--- src/rtl/uart_rx_pkg.sv ---
`default_nettype none
// ----------------------------------------------------------------------------
// uart_rx_pkg : shared state encoding and limits for the configurable UART RX
// Revision    : 1.0
// ----------------------------------------------------------------------------
package uart_rx_pkg;

  typedef enum logic [2:0] {
    ST_IDLE      = 3'd0,
    ST_START     = 3'd1,
    ST_DATA      = 3'd2,
    ST_PARITY    = 3'd3,
    ST_STOP      = 3'd4,
    ST_WAIT_IDLE = 3'd5
  } rx_state_e;

  localparam int MIN_PRESCALE = 8;
  localparam int DATA_W_MIN   = 5;
  localparam int DATA_W_MAX   = 9;
  localparam int BIT_CNT_W    = $clog2(DATA_W_MAX + 1);

endpackage
`default_nettype wire

--- src/rtl/uart_rx_sampler.sv ---
`default_nettype none
// ----------------------------------------------------------------------------
// uart_rx_sampler : per-bit edge counter with 3-sample majority vote
// Revision        : 1.0
// ----------------------------------------------------------------------------
module uart_rx_sampler
  import uart_rx_pkg::*;
#(
  parameter int PRESCALE_W = 6
) (
  input  logic                  clk,
  input  logic                  rst,
  input  logic [PRESCALE_W-1:0] prescale_i,
  input  logic                  enable_i,
  input  logic                  restart_i,
  input  logic                  rx_i,
  output logic                  maj_valid_o,
  output logic                  maj_bit_o,
  output logic                  bit_done_o
);

  localparam logic [PRESCALE_W-1:0] CNT_ONE = PRESCALE_W'(1);

  logic [PRESCALE_W-1:0] edge_q, edge_d;
  logic [PRESCALE_W-1:0] half;
  logic                  s0_q, s1_q;

  assign half        = prescale_i >> 1;
  assign bit_done_o  = enable_i && (edge_q == prescale_i - CNT_ONE);
  assign maj_valid_o = enable_i && (edge_q == half + CNT_ONE);
  // Third sample is the live bit at the decision point.
  assign maj_bit_o   = (s0_q & s1_q) | (s0_q & rx_i) | (s1_q & rx_i);

  always_comb begin
    edge_d = '0;
    if (enable_i && !restart_i && !bit_done_o) begin
      edge_d = edge_q + CNT_ONE;
    end
  end

  always_ff @(posedge clk or negedge rst) begin
    if (!rst) begin
      edge_q <= '0;
      s0_q   <= 1'b1;
      s1_q   <= 1'b1;
    end else begin
      edge_q <= edge_d;
      if (enable_i && (edge_q == half - CNT_ONE)) s0_q <= rx_i;
      if (enable_i && (edge_q == half))           s1_q <= rx_i;
    end
  end

endmodule
`default_nettype wire

--- src/rtl/uart_rx_cfg.sv ---
`default_nettype none
// ----------------------------------------------------------------------------
// uart_rx_cfg : runtime-configurable UART receiver (parity, 1/2 stop, break)
// Revision    : 1.0
// ----------------------------------------------------------------------------
module uart_rx_cfg
  import uart_rx_pkg::*;
#(
  parameter int DATA_W      = 8,
  parameter int PRESCALE_W  = 6,
  parameter int SYNC_STAGES = 2
) (
  input  logic                  clk,
  input  logic                  rst,
  input  logic                  RX_IN,
  input  logic                  PAR_EN,
  input  logic                  PAR_TYP,
  input  logic                  STOP2,
  input  logic [PRESCALE_W-1:0] Prescale,
  output logic [DATA_W-1:0]     P_DATA,
  output logic                  Data_valid,
  output logic                  Parity_Error,
  output logic                  Stop_Error,
  output logic                  Break_Det,
  output logic                  Busy
);

  if (DATA_W < DATA_W_MIN || DATA_W > DATA_W_MAX || SYNC_STAGES < 2 || SYNC_STAGES > 3)
  begin : g_bad_params
    $error("uart_rx_cfg: DATA_W or SYNC_STAGES out of range");
  end

  localparam logic [BIT_CNT_W-1:0] LAST_DATA = BIT_CNT_W'(DATA_W - 1);

  rx_state_e               state_q, state_d;
  logic [SYNC_STAGES-1:0]  sync_q;
  logic                    rx_s;
  logic [BIT_CNT_W-1:0]    bit_cnt_q, bit_cnt_d;
  logic [DATA_W-1:0]       shift_q, shift_d;
  logic                    par_err_q, par_err_d;
  logic                    stop_err_q, stop_err_d;
  logic                    zero_q, zero_d;
  logic                    par_en_q, par_en_d;
  logic                    par_typ_q, par_typ_d;
  logic                    stop2_q, stop2_d;
  logic [PRESCALE_W-1:0]   prescale_q, prescale_d;
  logic [DATA_W-1:0]       p_data_q, p_data_d;
  logic                    dv_q, dv_d, pe_q, pe_d, se_q, se_d, bd_q, bd_d;
  logic                    samp_en, samp_restart;
  logic                    maj_valid, maj_bit, bit_done;
  logic                    stop_err_now, all_zero;

  assign rx_s = sync_q[SYNC_STAGES-1];

  uart_rx_sampler #(.PRESCALE_W(PRESCALE_W)) u_sampler (
    .clk        (clk),
    .rst        (rst),
    .prescale_i (prescale_q),
    .enable_i   (samp_en),
    .restart_i  (samp_restart),
    .rx_i       (rx_s),
    .maj_valid_o(maj_valid),
    .maj_bit_o  (maj_bit),
    .bit_done_o (bit_done)
  );

  always_comb begin
    state_d      = state_q;
    bit_cnt_d    = bit_cnt_q;
    shift_d      = shift_q;
    par_err_d    = par_err_q;
    stop_err_d   = stop_err_q;
    zero_d       = zero_q;
    par_en_d     = par_en_q;
    par_typ_d    = par_typ_q;
    stop2_d      = stop2_q;
    prescale_d   = prescale_q;
    p_data_d     = p_data_q;
    dv_d         = 1'b0;
    pe_d         = 1'b0;
    se_d         = 1'b0;
    bd_d         = 1'b0;
    samp_en      = 1'b0;
    samp_restart = 1'b0;
    stop_err_now = stop_err_q;
    all_zero     = zero_q;

    case (state_q)
      ST_IDLE: begin
        if (!rx_s) begin
          state_d      = ST_START;
          samp_restart = 1'b1;
          bit_cnt_d    = '0;
          par_err_d    = 1'b0;
          stop_err_d   = 1'b0;
          zero_d       = 1'b1;
          par_en_d     = PAR_EN;
          par_typ_d    = PAR_TYP;
          stop2_d      = STOP2;
          prescale_d   = (Prescale < PRESCALE_W'(MIN_PRESCALE)) ?
                         PRESCALE_W'(MIN_PRESCALE) : Prescale;
        end
      end

      ST_START: begin
        samp_en = 1'b1;
        if (maj_valid && maj_bit) begin
          state_d      = ST_IDLE;
          samp_restart = 1'b1;
        end else if (bit_done) begin
          state_d   = ST_DATA;
          bit_cnt_d = '0;
        end
      end

      ST_DATA: begin
        samp_en = 1'b1;
        if (maj_valid) begin
          shift_d = {maj_bit, shift_q[DATA_W-1:1]};
          zero_d  = zero_q & ~maj_bit;
        end
        if (bit_done) begin
          if (bit_cnt_q == LAST_DATA) begin
            bit_cnt_d = '0;
            state_d   = par_en_q ? ST_PARITY : ST_STOP;
          end else begin
            bit_cnt_d = bit_cnt_q + BIT_CNT_W'(1);
          end
        end
      end

      ST_PARITY: begin
        samp_en = 1'b1;
        if (maj_valid) begin
          par_err_d = maj_bit != ((^shift_q) ^ par_typ_q);
          zero_d    = zero_q & ~maj_bit;
        end
        if (bit_done) state_d = ST_STOP;
      end

      ST_STOP: begin
        samp_en = 1'b1;
        if (maj_valid) begin
          if (stop2_q && (bit_cnt_q == '0)) begin
            stop_err_d = stop_err_q | ~maj_bit;
            zero_d     = zero_q & ~maj_bit;
          end else begin
            // Resolve at the final stop's decision point so the next start
            // edge can be caught inside the remainder of this stop bit.
            stop_err_now = stop_err_q | ~maj_bit;
            all_zero     = stop2_q ? zero_q : (zero_q & ~maj_bit);
            dv_d         = !par_err_q && !stop_err_now;
            pe_d         = par_err_q;
            se_d         = stop_err_now;
            bd_d         = stop_err_now & all_zero;
            if (dv_d) p_data_d = shift_q;
            state_d      = stop_err_now ? ST_WAIT_IDLE : ST_IDLE;
            samp_restart = 1'b1;
          end
        end else if (bit_done) begin
          bit_cnt_d = bit_cnt_q + BIT_CNT_W'(1);
        end
      end

      ST_WAIT_IDLE: begin
        samp_en = 1'b1;
        if (!rx_s) begin
          samp_restart = 1'b1;
        end else if (bit_done) begin
          state_d = ST_IDLE;
        end
      end

      default: state_d = ST_IDLE;
    endcase
  end

  always_ff @(posedge clk or negedge rst) begin
    if (!rst) begin
      state_q    <= ST_IDLE;
      sync_q     <= '1;
      bit_cnt_q  <= '0;
      shift_q    <= '0;
      par_err_q  <= 1'b0;
      stop_err_q <= 1'b0;
      zero_q     <= 1'b0;
      par_en_q   <= 1'b0;
      par_typ_q  <= 1'b0;
      stop2_q    <= 1'b0;
      prescale_q <= PRESCALE_W'(MIN_PRESCALE);
      p_data_q   <= '0;
      dv_q       <= 1'b0;
      pe_q       <= 1'b0;
      se_q       <= 1'b0;
      bd_q       <= 1'b0;
    end else begin
      state_q    <= state_d;
      sync_q     <= {sync_q[SYNC_STAGES-2:0], RX_IN};
      bit_cnt_q  <= bit_cnt_d;
      shift_q    <= shift_d;
      par_err_q  <= par_err_d;
      stop_err_q <= stop_err_d;
      zero_q     <= zero_d;
      par_en_q   <= par_en_d;
      par_typ_q  <= par_typ_d;
      stop2_q    <= stop2_d;
      prescale_q <= prescale_d;
      p_data_q   <= p_data_d;
      dv_q       <= dv_d;
      pe_q       <= pe_d;
      se_q       <= se_d;
      bd_q       <= bd_d;
    end
  end

  assign P_DATA       = p_data_q;
  assign Data_valid   = dv_q;
  assign Parity_Error = pe_q;
  assign Stop_Error   = se_q;
  assign Break_Det    = bd_q;
  assign Busy         = (state_q != ST_IDLE);

endmodule
`default_nettype wire

--- config.mk ---
export PLATFORM = sky130hd
export DESIGN_NAME = uart_rx_cfg
export DESIGN_NICKNAME = d
export VERILOG_FILES = /design/src/rtl/uart_rx_pkg.sv /design/src/rtl/uart_rx_sampler.sv /design/src/rtl/uart_rx_cfg.sv
export SDC_FILE = /design/constraint.sdc
export NUM_CORES = 1
export LEC_CHECK = 0
export BUFFER_PORTS_ARGS = -buffer_cell sky130_fd_sc_hd__buf_2
export CAP_MARGIN = 25
export CORE_MARGIN = 10
export CORE_UTILIZATION = 35
export CTS_CLUSTER_SIZE = 40
export DETAILED_ROUTE_END_ITERATION = 8
export PLACE_DENSITY = 0.54
export REMOVE_ABC_BUFFERS = 1
export SLEW_MARGIN = 10
export SYNTH_ARGS = -nofsm -noshare
export SYNTH_HDL_FRONTEND = slang
export SYNTH_SLANG_ARGS = --single-unit
--- constraint.sdc ---
create_clock -name clk -period 4.51 [get_ports clk]
set_input_delay 0.902 -clock clk [delete_from_list [all_inputs] [get_ports clk]]
set_output_delay 0.902 -clock clk [all_outputs]
set_load 0.02 [all_outputs]
==> impl_metrics.prom, run 1 <==
# TYPE chip_impl_metric gauge
chip_impl_info{name="synthDominantAreaCellType",value="dfrtp_1"} 1
chip_impl_info{name="r2r-end",value="P_DATA[2]$_DFFE_PN0P_"} 1
chip_impl_info{name="timing.setup.critical_path_class",value="reg2reg"} 1
chip_impl_info{name="maxUsedRoutingLayer",value="met4"} 1
chip_impl_metric{name="fin_worst_skew",unit="ns"} 0.00327
chip_impl_info{name="min_delay_worst_endpoint",value="sync_q[1]$_DFF_PN1_"} 1
chip_impl_metric{name="timing.setup.tns",unit="ns"} 0
chip_impl_metric{name="detail_route.drc_violations",unit=""} 0
chip_impl_metric{name="cellPowerDensity",unit="nW/µm²"} 591
chip_impl_info{name="run_status",value="finished, final reports clean"} 1
chip_impl_info{name="post_synth_main_area_contributors",value="dfrtp_1, mux2_2, xnor2_1"} 1
chip_impl_metric{name="grt.overflow.total",unit=""} 0
chip_impl_metric{name="antenna-diode-count",unit=""} 0
chip_impl_metric{name="syn_area_cell",unit="µm²"} 9.87
chip_impl_metric{name="effective_utilization_at_floorplan",unit="%"} 36.1
chip_impl_metric{name="p_seq_share",unit="%"} 39.4
chip_impl_metric{name="worst_skew_pair.late_latency",unit="ns"} 0.30
chip_impl_metric{name="layout.core_utilization",unit="%"} 40.0
chip_impl_metric{name="detailedPlacementHpwl",unit="mm"} 4.40
chip_impl_metric{name="fmax",unit="GHz"} 0.330
chip_impl_metric{name="average_wire_per_standard_cell",unit="µm"} 14.8
chip_impl_metric{name="hold_viol_final",unit=""} 0
chip_impl_metric{name="timing.final.setup_violations",unit=""} 0
chip_impl_metric{name="ys_types",unit=""} 54
chip_impl_metric{name="area_growth",unit="%"} 10.7
chip_impl_metric{name="antenna_found_initial",unit=""} 0
chip_impl_metric{name="dr_total_vias",unit=""} 2056
chip_impl_metric{name="tritoncts_num_sinks",unit=""} 49
chip_impl_info{name="worst_r2r_startpoint",value="prescale_q[2]$_DFFE_PN0P_"} 1
chip_impl_info{name="timing.hold.worst.class",value="reg2reg"} 1
chip_impl_metric{name="reg2reg_setup_slack",unit="ns"} 1.48
chip_impl_metric{name="grtUsageTotal",unit="%"} 10.9
chip_impl_metric{name="drtPass1Iterations",unit=""} 4
chip_impl_info{name="worst_setup_path_end_kind",value="flop"} 1
chip_impl_info{name="cts_tree",value="built"} 1
chip_impl_metric{name="register_clock_pin_slew_on_the_reported_worst_setup_and_hold_paths",unit="ns"} 0.09
chip_impl_metric{name="cts_max_path_buffers",unit=""} 2
chip_impl_metric{name="detailedRoute.firstIterationViolations",unit=""} 74
chip_impl_metric{name="first_global_vias",unit=""} 2133
chip_impl_metric{name="i_o_pin_count",unit=""} 25
chip_impl_metric{name="critPathArrivalTime",unit="ns"} 3.22
chip_impl_metric{name="p_int",unit="mW"} 1.03
chip_impl_metric{name="post_route_cells_drive_above_1_share",unit="%"} 22.0
chip_impl_metric{name="io_buffers",unit=""} 24
chip_impl_metric{name="synth_enable_flop_cells",unit=""} 0
chip_impl_metric{name="floorplan.die_area",unit="µm²"} 12000
chip_impl_metric{name="critPathMaxFanout",unit=""} 9
chip_impl_metric{name="synth_sequential_area_ratio",unit="%"} 44.1
chip_impl_metric{name="met2_wirelength",unit="mm"} 2.80
chip_impl_metric{name="power_frac_clock",unit="%"} 14.3
chip_impl_metric{name="dieWidth",unit="µm"} 109
chip_impl_metric{name="fp-row-count",unit=""} 32
chip_impl_metric{name="whs_path_depth",unit=""} 0
chip_impl_metric{name="critPathRequiredTime",unit="ns"} 4.70
chip_impl_metric{name="power.ir.vdd_worst",unit="mV"} 0.267
chip_impl_metric{name="cts-buffers-inserted",unit=""} 5
chip_impl_metric{name="post_synthesis_cell_count",unit=""} 283
chip_impl_metric{name="pins_over_slew_limit",unit=""} 0
chip_impl_metric{name="grt_start_max_net_pins",unit=""} 50
chip_impl_metric{name="sequential_cell_area",unit="µm²"} 1230
chip_impl_metric{name="nets_final",unit=""} 323
chip_impl_metric{name="drtAntennaViolNets",unit=""} 0
chip_impl_metric{name="cts.hold.buffers_added",unit=""} 0
chip_impl_metric{name="route.met3.wl",unit="µm"} 151
chip_impl_info{name="hold_start",value="sync_q[0]$_DFF_PN1_"} 1
chip_impl_metric{name="fillers",unit=""} 788
chip_impl_metric{name="place_congestion",unit=""} 0.884
chip_impl_info{name="cts_root_buffer",value="clkbuf_8"} 1
chip_impl_metric{name="ys_async_sr_fraction",unit="%"} 100
chip_impl_metric{name="area_of_the_multi_input_gates",unit="µm²"} 1460
chip_impl_metric{name="layout_worst_path_cycle_share",unit="%"} 67.1
chip_impl_metric{name="netlist_area",unit="µm²"} 2790
chip_impl_metric{name="grt_first_pass_wirelength",unit="mm"} 10.6
chip_impl_metric{name="drt-met1-wl",unit="mm"} 2.99
chip_impl_metric{name="power.net_switching",unit="µW"} 799
chip_impl_metric{name="cts_post_setup_buffers_inserted",unit=""} 0
chip_impl_info{name="startpoint_type",value="flop"} 1
chip_impl_metric{name="post_synthesis_sequential_element_count",unit=""} 49
chip_impl_metric{name="worstMarginPinSlew",unit="ns"} 0.681
chip_impl_metric{name="post_cts_resize_count",unit=""} 0
chip_impl_metric{name="vias_per_cell",unit=""} 5.05
chip_impl_metric{name="synthDominantCellAreaShare",unit="%"} 39.4
chip_impl_metric{name="number_of_warnings_reported_in_the_yosys_synthesis_log",unit=""} 0
chip_impl_metric{name="reg2reg_depth",unit=""} 8
chip_impl_metric{name="tightest_slew_margin_relative_to_the_limit",unit="%"} 54.2
chip_impl_metric{name="core_area",unit="µm²"} 7730
chip_impl_metric{name="p_leak",unit="nW"} 1.41
chip_impl_metric{name="maxCapViolCount",unit=""} 0
chip_impl_metric{name="switching_portion_of_total_power",unit="%"} 43.7
chip_impl_info{name="synth_top_flop_cell",value="dfrtp_1"} 1
chip_impl_metric{name="routed_wl",unit="mm"} 6.03
chip_impl_metric{name="ctsHtreeMaxLevel",unit=""} 2
chip_impl_info{name="setup_repair_after_global_routing_missed_its_margin",value="no"} 1
chip_impl_metric{name="chipHeight",unit="µm"} 109
chip_impl_metric{name="post_route_minimum_period",unit="ns"} 3.03
chip_impl_metric{name="combinational_share_of_power",unit="%"} 46.3
==> synth_stat cells, types with 3 or more instances <==
cell type  count
dfrtp_1       44
nor2b_1        5
inv_1         12
xnor2_1       20
o21ai_0       13
nor2_1        25
nand3_1        8
buf_2          6
mux2_2        19
nor4b_1        4
a21o_1         3
nand2b_1       4
xor2_1        10
nand2_1       29
ha_1           7
clkbuf_1       5
a21oi_1       10
dfstp_2        5
nor3_1         6
==> cell type report <==
class	instances	share of cell area, %
multi-input cells	210	47.3
flip-flops and latches	49	39.9
repair buffers	26	4.37
well taps	102	4.13
clock buffers	5	2.23
inverters	12	1.46
clock inverters	3	0.688
==> cells in the final DEF (no fill, tap or decap), types with 6 or more instances in the layout <==
cell type,synthesis,layout
dfrtp_1,44,44
nand2_1,29,29
nor2_1,25,25
buf_2,6,24
xnor2_1,20,20
mux2_2,19,19
o21ai_0,13,13
inv_1,12,12
xor2_1,10,10
a21oi_1,10,10
nand3_1,8,8
ha_1,7,7
nor3_1,6,6
==> flip-flops by register name (all words and copies together), names as in the netlist <==
signal	count
Break_Det	1
Data_valid	1
P_DATA	8
Parity_Error	1
Stop_Error	1
bit_cnt_q	4
par_en_q	1
par_err_q	1
par_typ_q	1
prescale_q	6
shift_q	8
state_q	3
stop2_q	1
stop_err_q	1
sync_q	2
u_sampler.edge_q	6
u_sampler.s0_q	1
u_sampler.s1_q	1
zero_q	1
==> power groups by stage <==
stage / sequential [mW] / combinational [mW] / clock [mW]
after floorplan: 0.680 / 0.678 / 0
after detailed placement: 0.727 / 0.846 / 0
after global placement: 0.724 / 0.843 / 0
after CTS: 0.717 / 0.850 / 0.278
after global routing: 0.741 / 0.968 / 0.295
final: 0.720 / 0.847 / 0.262
==> metrics by stage <==
step / instances / total power [mW] / setup slack (ns) / hold slack (ns) / instance area [µm²]
3_5_place_dp: 398 / 1.57 / 1.50 / 0.348 / 2990
2_1_floorplan: 271 / 1.36 / 1.80 / 0.345 / 2740
4_1_cts: 406 / 1.84 / 1.47 / 0.363 / 3080
3_3_place_gp: 398 / 1.57 / 1.59 / 0.348 / 2990
5_1_grt: 407 / 2.00 / 1.27 / 0.371 / 3090
6_report: 407 / 1.83 / 1.48 / 0.361 / 3090
==> how the worst max path moves through the flow <==
| stage | start | to | slack [ns] | cells after the start |
|---|---|---|---|---|
| final | prescale_q[2]$_DFFE_PN0P_ | P_DATA[2]$_DFFE_PN0P_ | 1.48 | 8 |
| after detailed placement | prescale_q[2]$_DFFE_PN0P_ | P_DATA[1]$_DFFE_PN0P_ | 1.50 | 8 |
| after global routing | prescale_q[2]$_DFFE_PN0P_ | P_DATA[6]$_DFFE_PN0P_ | 1.27 | 8 |
| after CTS | prescale_q[2]$_DFFE_PN0P_ | P_DATA[2]$_DFFE_PN0P_ | 1.47 | 8 |
| after floorplan | prescale_q[2]$_DFFE_PN0P_ | state_q[0]$_DFFE_PN0P_ | 1.80 | 8 |
| after global placement | prescale_q[2]$_DFFE_PN0P_ | P_DATA[1]$_DFFE_PN0P_ | 1.59 | 8 |
==> critical path: stages, from the launching register on <==
cell     delay (ns)
dfrtp_1        0.50
inv_1          0.14
ha_1           0.31
xnor2_1        0.17
or3b_1         0.40
nor3_2         0.25
nand3_2        0.19
nor4_4         0.55
mux2_2         0.41
==> cell families (layout without fill, tap and decap cells) <==
logic type	count (synthesis)	count (layout)	synth area share [%]
compound gates	47	47	11.4
xor+xnor	30	30	9.41
fa+ha+maj	7	7	3.14
buf+inv	24	46	3.54
flops	49	49	44.1
mux	21	21	8.38
simple gates	105	105	20.0
==> per-layer routing <==
layer	up-vias	track usage, %
met5	-	0
met2	26	17.4
met1	1004	14.2
li1	1020	-
met3	6	2.17
met4	0	4.55
Power figures use the tool's default switching activity.
==> inputs of run 2 (changes only) <==
--- a/config.mk
+++ b/config.mk
@@ -5,13 +5,14 @@
 export SDC_FILE = /design/constraint.sdc
 export NUM_CORES = 1
 export LEC_CHECK = 0
+export ABC_AREA = 1
 export BUFFER_PORTS_ARGS = -buffer_cell sky130_fd_sc_hd__buf_2
 export CAP_MARGIN = 25
 export CORE_MARGIN = 10
 export CORE_UTILIZATION = 35
 export CTS_CLUSTER_SIZE = 40
 export DETAILED_ROUTE_END_ITERATION = 8
-export PLACE_DENSITY = 0.54
+export PLACE_DENSITY = 0.55
 export REMOVE_ABC_BUFFERS = 1
 export SLEW_MARGIN = 10
 export SYNTH_ARGS = -nofsm -noshare
==> constraint.sdc (replaced) <==
create_clock -name clk -period 2.4 [get_ports clk]
set_input_delay 0.48 -clock clk [delete_from_list [all_inputs] [get_ports clk]]
set_output_delay 0.48 -clock clk [all_outputs]
set_load 0.02 [all_outputs]
==> run 2 against run 1 <==
Cell count increased by 29%; flip-flop and latch count unchanged; sequential power increased by 68%; global-route usage fell by 0.45 points; count of clock-buffer cells in the layout grew 2; synthesized cell count is 37% higher; routed wire length grew 6.1%; die area is 4.7% higher; critical endpoint is now bit_cnt_q[3]$_DFFE_PN0P_; worst setup slack got worse by 1.2 ns; first-iteration DRC count grew 110%.
==> impl_metrics.prom, run 2 <==
# TYPE chip_impl_metric gauge
chip_impl_info{name="run_status",value="finished, final reports clean"} 1
chip_impl_metric{name="place_congestion",unit=""} 0.916
chip_impl_info{name="worst_setup_path_end_kind",value="flop"} 1
chip_impl_info{name="critical-path-top-delay-family",value="simple AND/OR/NAND/NOR gates"} 1
chip_impl_info{name="path_common_cell",value="nand2_1"} 1
chip_impl_metric{name="fp-row-count",unit=""} 33
chip_impl_metric{name="worstMarginPinSlew",unit="ns"} 0.631
chip_impl_metric{name="vias_per_cell",unit=""} 4.66
chip_impl_info{name="startpoint_type",value="flop"} 1
chip_impl_metric{name="post_route_cells_drive_above_1_share",unit="%"} 16.9
chip_impl_metric{name="place_ws",unit="ns"} 0.218
chip_impl_metric{name="effective_utilization_at_floorplan",unit="%"} 35.9
chip_impl_metric{name="area_share_of_fa_ha_maj_cells_after_synthesis",unit="%"} 2.97
chip_impl_info{name="synthDominantAreaCellType",value="dfrtp_1"} 1
chip_impl_metric{name="synth_sequential_area_ratio",unit="%"} 41.7
chip_impl_metric{name="cp_num_buf_inv",unit=""} 1
chip_impl_metric{name="average_wire_per_standard_cell",unit="µm"} 12.2
chip_impl_info{name="cts_tree",value="built"} 1
chip_impl_metric{name="detailedPlacementHpwl",unit="mm"} 5.01
chip_impl_metric{name="antenna_found_initial",unit=""} 0
chip_impl_info{name="synth_top_family_by_area",value="simple AND/OR/NAND/NOR gates"} 1
chip_impl_info{name="top_usage_layer",value="met2"} 1
chip_impl_metric{name="netlist_area",unit="µm²"} 2950
chip_impl_metric{name="postLayoutSetupSlackWorst",unit="ns"} 0.274
chip_impl_metric{name="worst_skew_pair.late_latency",unit="ns"} 0.31
chip_impl_metric{name="syn_area_cell",unit="µm²"} 7.59
chip_impl_metric{name="register_clock_pin_slew_on_the_reported_worst_setup_and_hold_paths",unit="ns"} 0.09
chip_impl_metric{name="drtPass1Iterations",unit=""} 5
chip_impl_metric{name="floorplan.die_area",unit="µm²"} 12500
chip_impl_metric{name="chipHeight",unit="µm"} 112
chip_impl_metric{name="power.ir.vdd_worst",unit="mV"} 0.304
chip_impl_metric{name="antenna-diode-count",unit=""} 0
chip_impl_metric{name="cellPowerDensity",unit="nW/µm²"} 1050
chip_impl_info{name="r2r-end",value="bit_cnt_q[3]$_DFFE_PN0P_"} 1
chip_impl_metric{name="first_global_vias",unit=""} 2462
chip_impl_metric{name="critPathMaxFanout",unit=""} 6
chip_impl_metric{name="reg2reg_setup_slack",unit="ns"} 0.27
chip_impl_metric{name="reg2reg_depth",unit=""} 12
chip_impl_metric{name="number_of_warnings_reported_in_the_yosys_synthesis_log",unit=""} 0
chip_impl_metric{name="drtAntennaViolNets",unit=""} 0
chip_impl_metric{name="ctsHtreeMaxLevel",unit=""} 2
chip_impl_metric{name="synth-compound-area-share",unit="%"} 10.6
chip_impl_metric{name="tritoncts_num_sinks",unit=""} 49
chip_impl_info{name="mostFrequentLayoutCell",value="nand2_1"} 1
chip_impl_metric{name="timing.setup.tns",unit="ns"} 0
chip_impl_metric{name="ys_async_sr_fraction",unit="%"} 100
chip_impl_metric{name="i_o_pin_count",unit=""} 25
chip_impl_info{name="post_synth_main_area_contributors",value="dfrtp_1, nand2_1, inv_1"} 1
chip_impl_info{name="setup_repair_after_global_routing_missed_its_margin",value="no"} 1
chip_impl_info{name="worst_r2r_startpoint",value="prescale_q[1]$_DFFE_PN0P_"} 1
chip_impl_metric{name="fillers",unit=""} 840
chip_impl_metric{name="detailedRoute.firstIterationViolations",unit=""} 156
chip_impl_metric{name="met3_usage",unit="%"} 1.93
chip_impl_metric{name="critPathRequiredTime",unit="ns"} 2.64
chip_impl_metric{name="core_area",unit="µm²"} 8220
chip_impl_metric{name="timing.final.setup_violations",unit=""} 0
chip_impl_metric{name="fmax",unit="GHz"} 0.470
chip_impl_metric{name="maxCapViolCount",unit=""} 0
chip_impl_metric{name="pins_over_slew_limit",unit=""} 0
chip_impl_info{name="timing.setup.critical_path_class",value="reg2reg"} 1
chip_impl_metric{name="post_route_minimum_period",unit="ns"} 2.13
chip_impl_metric{name="synthSimpleGateAreaFrac",unit="%"} 30.0
chip_impl_info{name="crit_start",value="prescale_q[1]$_DFFE_PN0P_"} 1
chip_impl_metric{name="io_buffers",unit=""} 24
chip_impl_metric{name="fin_worst_skew",unit="ns"} 0.00978
chip_impl_metric{name="nets_final",unit=""} 438
chip_impl_metric{name="dr_total_vias",unit=""} 2449
chip_impl_info{name="synth_top_flop_cell",value="dfrtp_1"} 1
chip_impl_metric{name="synthDominantCellAreaShare",unit="%"} 37.3
chip_impl_metric{name="ys_types",unit=""} 33
chip_impl_metric{name="cts-buffers-inserted",unit=""} 5
chip_impl_info{name="cpMaxStageDelayCell",value="dfrtp_2"} 1
chip_impl_metric{name="grt_first_pass_wirelength",unit="mm"} 11.2
chip_impl_metric{name="groute.layer.met1.usage",unit="%"} 13.2
chip_impl_metric{name="critical_path.max_stage_delay",unit="ns"} 0.45
chip_impl_metric{name="grtUsageTotal",unit="%"} 10.5
chip_impl_metric{name="tightest_slew_margin_relative_to_the_limit",unit="%"} 57.6
chip_impl_metric{name="grt.overflow.total",unit=""} 0
chip_impl_metric{name="p_leak",unit="nW"} 1.65
chip_impl_info{name="yosys-top-cells-count",value="nand2_1, inv_1, dfrtp_1"} 1
chip_impl_metric{name="post_synthesis_cell_count",unit=""} 389
chip_impl_metric{name="use_met2",unit="%"} 17.1
chip_impl_info{name="mostFrequentLayoutCells",value="nand2_1, inv_1, dfrtp_1"} 1
chip_impl_metric{name="grt_start_max_net_pins",unit=""} 50
chip_impl_metric{name="layout_worst_path_cycle_share",unit="%"} 88.6
chip_impl_metric{name="dieWidth",unit="µm"} 112
chip_impl_metric{name="post_synthesis_sequential_element_count",unit=""} 49
chip_impl_metric{name="cts_max_path_buffers",unit=""} 2
chip_impl_metric{name="synth_xor_area_share",unit="%"} 6.23
chip_impl_metric{name="routed_wl",unit="mm"} 6.40
chip_impl_metric{name="synth_enable_flop_cells",unit=""} 0
chip_impl_metric{name="area_growth",unit="%"} 12.2
chip_impl_info{name="synth_most_common_cell",value="nand2_1"} 1
chip_impl_info{name="timing.hold.worst.class",value="in2async"} 1
chip_impl_metric{name="critPathArrivalTime",unit="ns"} 2.37
chip_impl_metric{name="synth_mux_area_share",unit="%"} 0
chip_impl_info{name="critical_path.cell_chain",value="inv_1 > ha_1 > xnor2_1 > nor2_1 > nand3_1 > nor2_1 > nand2_1 > nand2_1 > nand3_1 > nor2_2 > nand2_1 > nand2_1"} 1
chip_impl_metric{name="worstSetupPathDepth",unit=""} 12
chip_impl_metric{name="hold_viol_final",unit=""} 0
chip_impl_info{name="cts_root_buffer",value="clkbuf_8"} 1
chip_impl_metric{name="detail_route.drc_violations",unit=""} 0
run 2: routing by layer:
| metal | routed length (µm) | up-vias |
|---|---|---|
| li1 | - | 1289 |
| met3 | 235 | 11 |
| met4 | 146 | 0 |
| met1 | 3100 | 1107 |
| met2 | 2920 | 42 |
| met5 | 0 | - |
run 2: area by class of cell:
cell class	count	area [µm²]	share of cell area, %
clock inverter	1	8.76	0.264
clock buffer	7	76.3	2.30
inverter	60	225	6.80
sequential	49	1230	37.3
multi-input combinational	276	1470	44.3
timing repair buffer	27	168	5.06
tap	105	131	3.97
run 2: logic make-up (layout without fill, tap and decap cells):
logic type / count (synthesis) / count (layout)
DFF: 49 / 49
AOI/OAI and AO/OA: 53 / 53
and+or+nand+nor: 195 / 195
adders and majority gates: 7 / 7
buffers and inverters: 64 / 95
xor gates and xnor gates: 21 / 21
run 2: worst max path at each step:
stage | endpoint
after floorplan | P_DATA[1]$_DFFE_PN0P_
after global placement | P_DATA[1]$_DFFE_PN0P_
after detailed placement | P_DATA[4]$_DFFE_PN0P_
after CTS | P_DATA[0]$_DFFE_PN0P_
after global routing | bit_cnt_q[0]$_DFFE_PN0P_
final | bit_cnt_q[3]$_DFFE_PN0P_
run 2: stage by stage:
step	total power, mW	instance area [µm²]	std cells	util, %	hold slack, ns
6_report	3.48	3310	525	40.3	0.141
5_1_grt	3.85	3310	525	40.3	0.160
4_1_cts	3.50	3290	524	40.0	0.148
3_5_place_dp	3.00	3210	516	39.0	0.349
3_3_place_gp	2.99	3210	516	39.0	0.346
2_1_floorplan	2.58	2930	385	-	0.184
run 2: timing repair:
| action | 4_1_cts | 5_1_grt |
|---|---|---|
| hold buffers | 0 | 0 |
| resized for setup | 0 | 3 |
| buffers inserted | 0 | 1 |
| endpoints found under the setup margin | 0 | 15 |
run 2: power by group:
part	leakage, nW	switching, mW	internal (mW)
Combinational	0.966	1.16	0.621
Sequential	0.643	0.200	1.01
Clock	0.0424	0.277	0.209
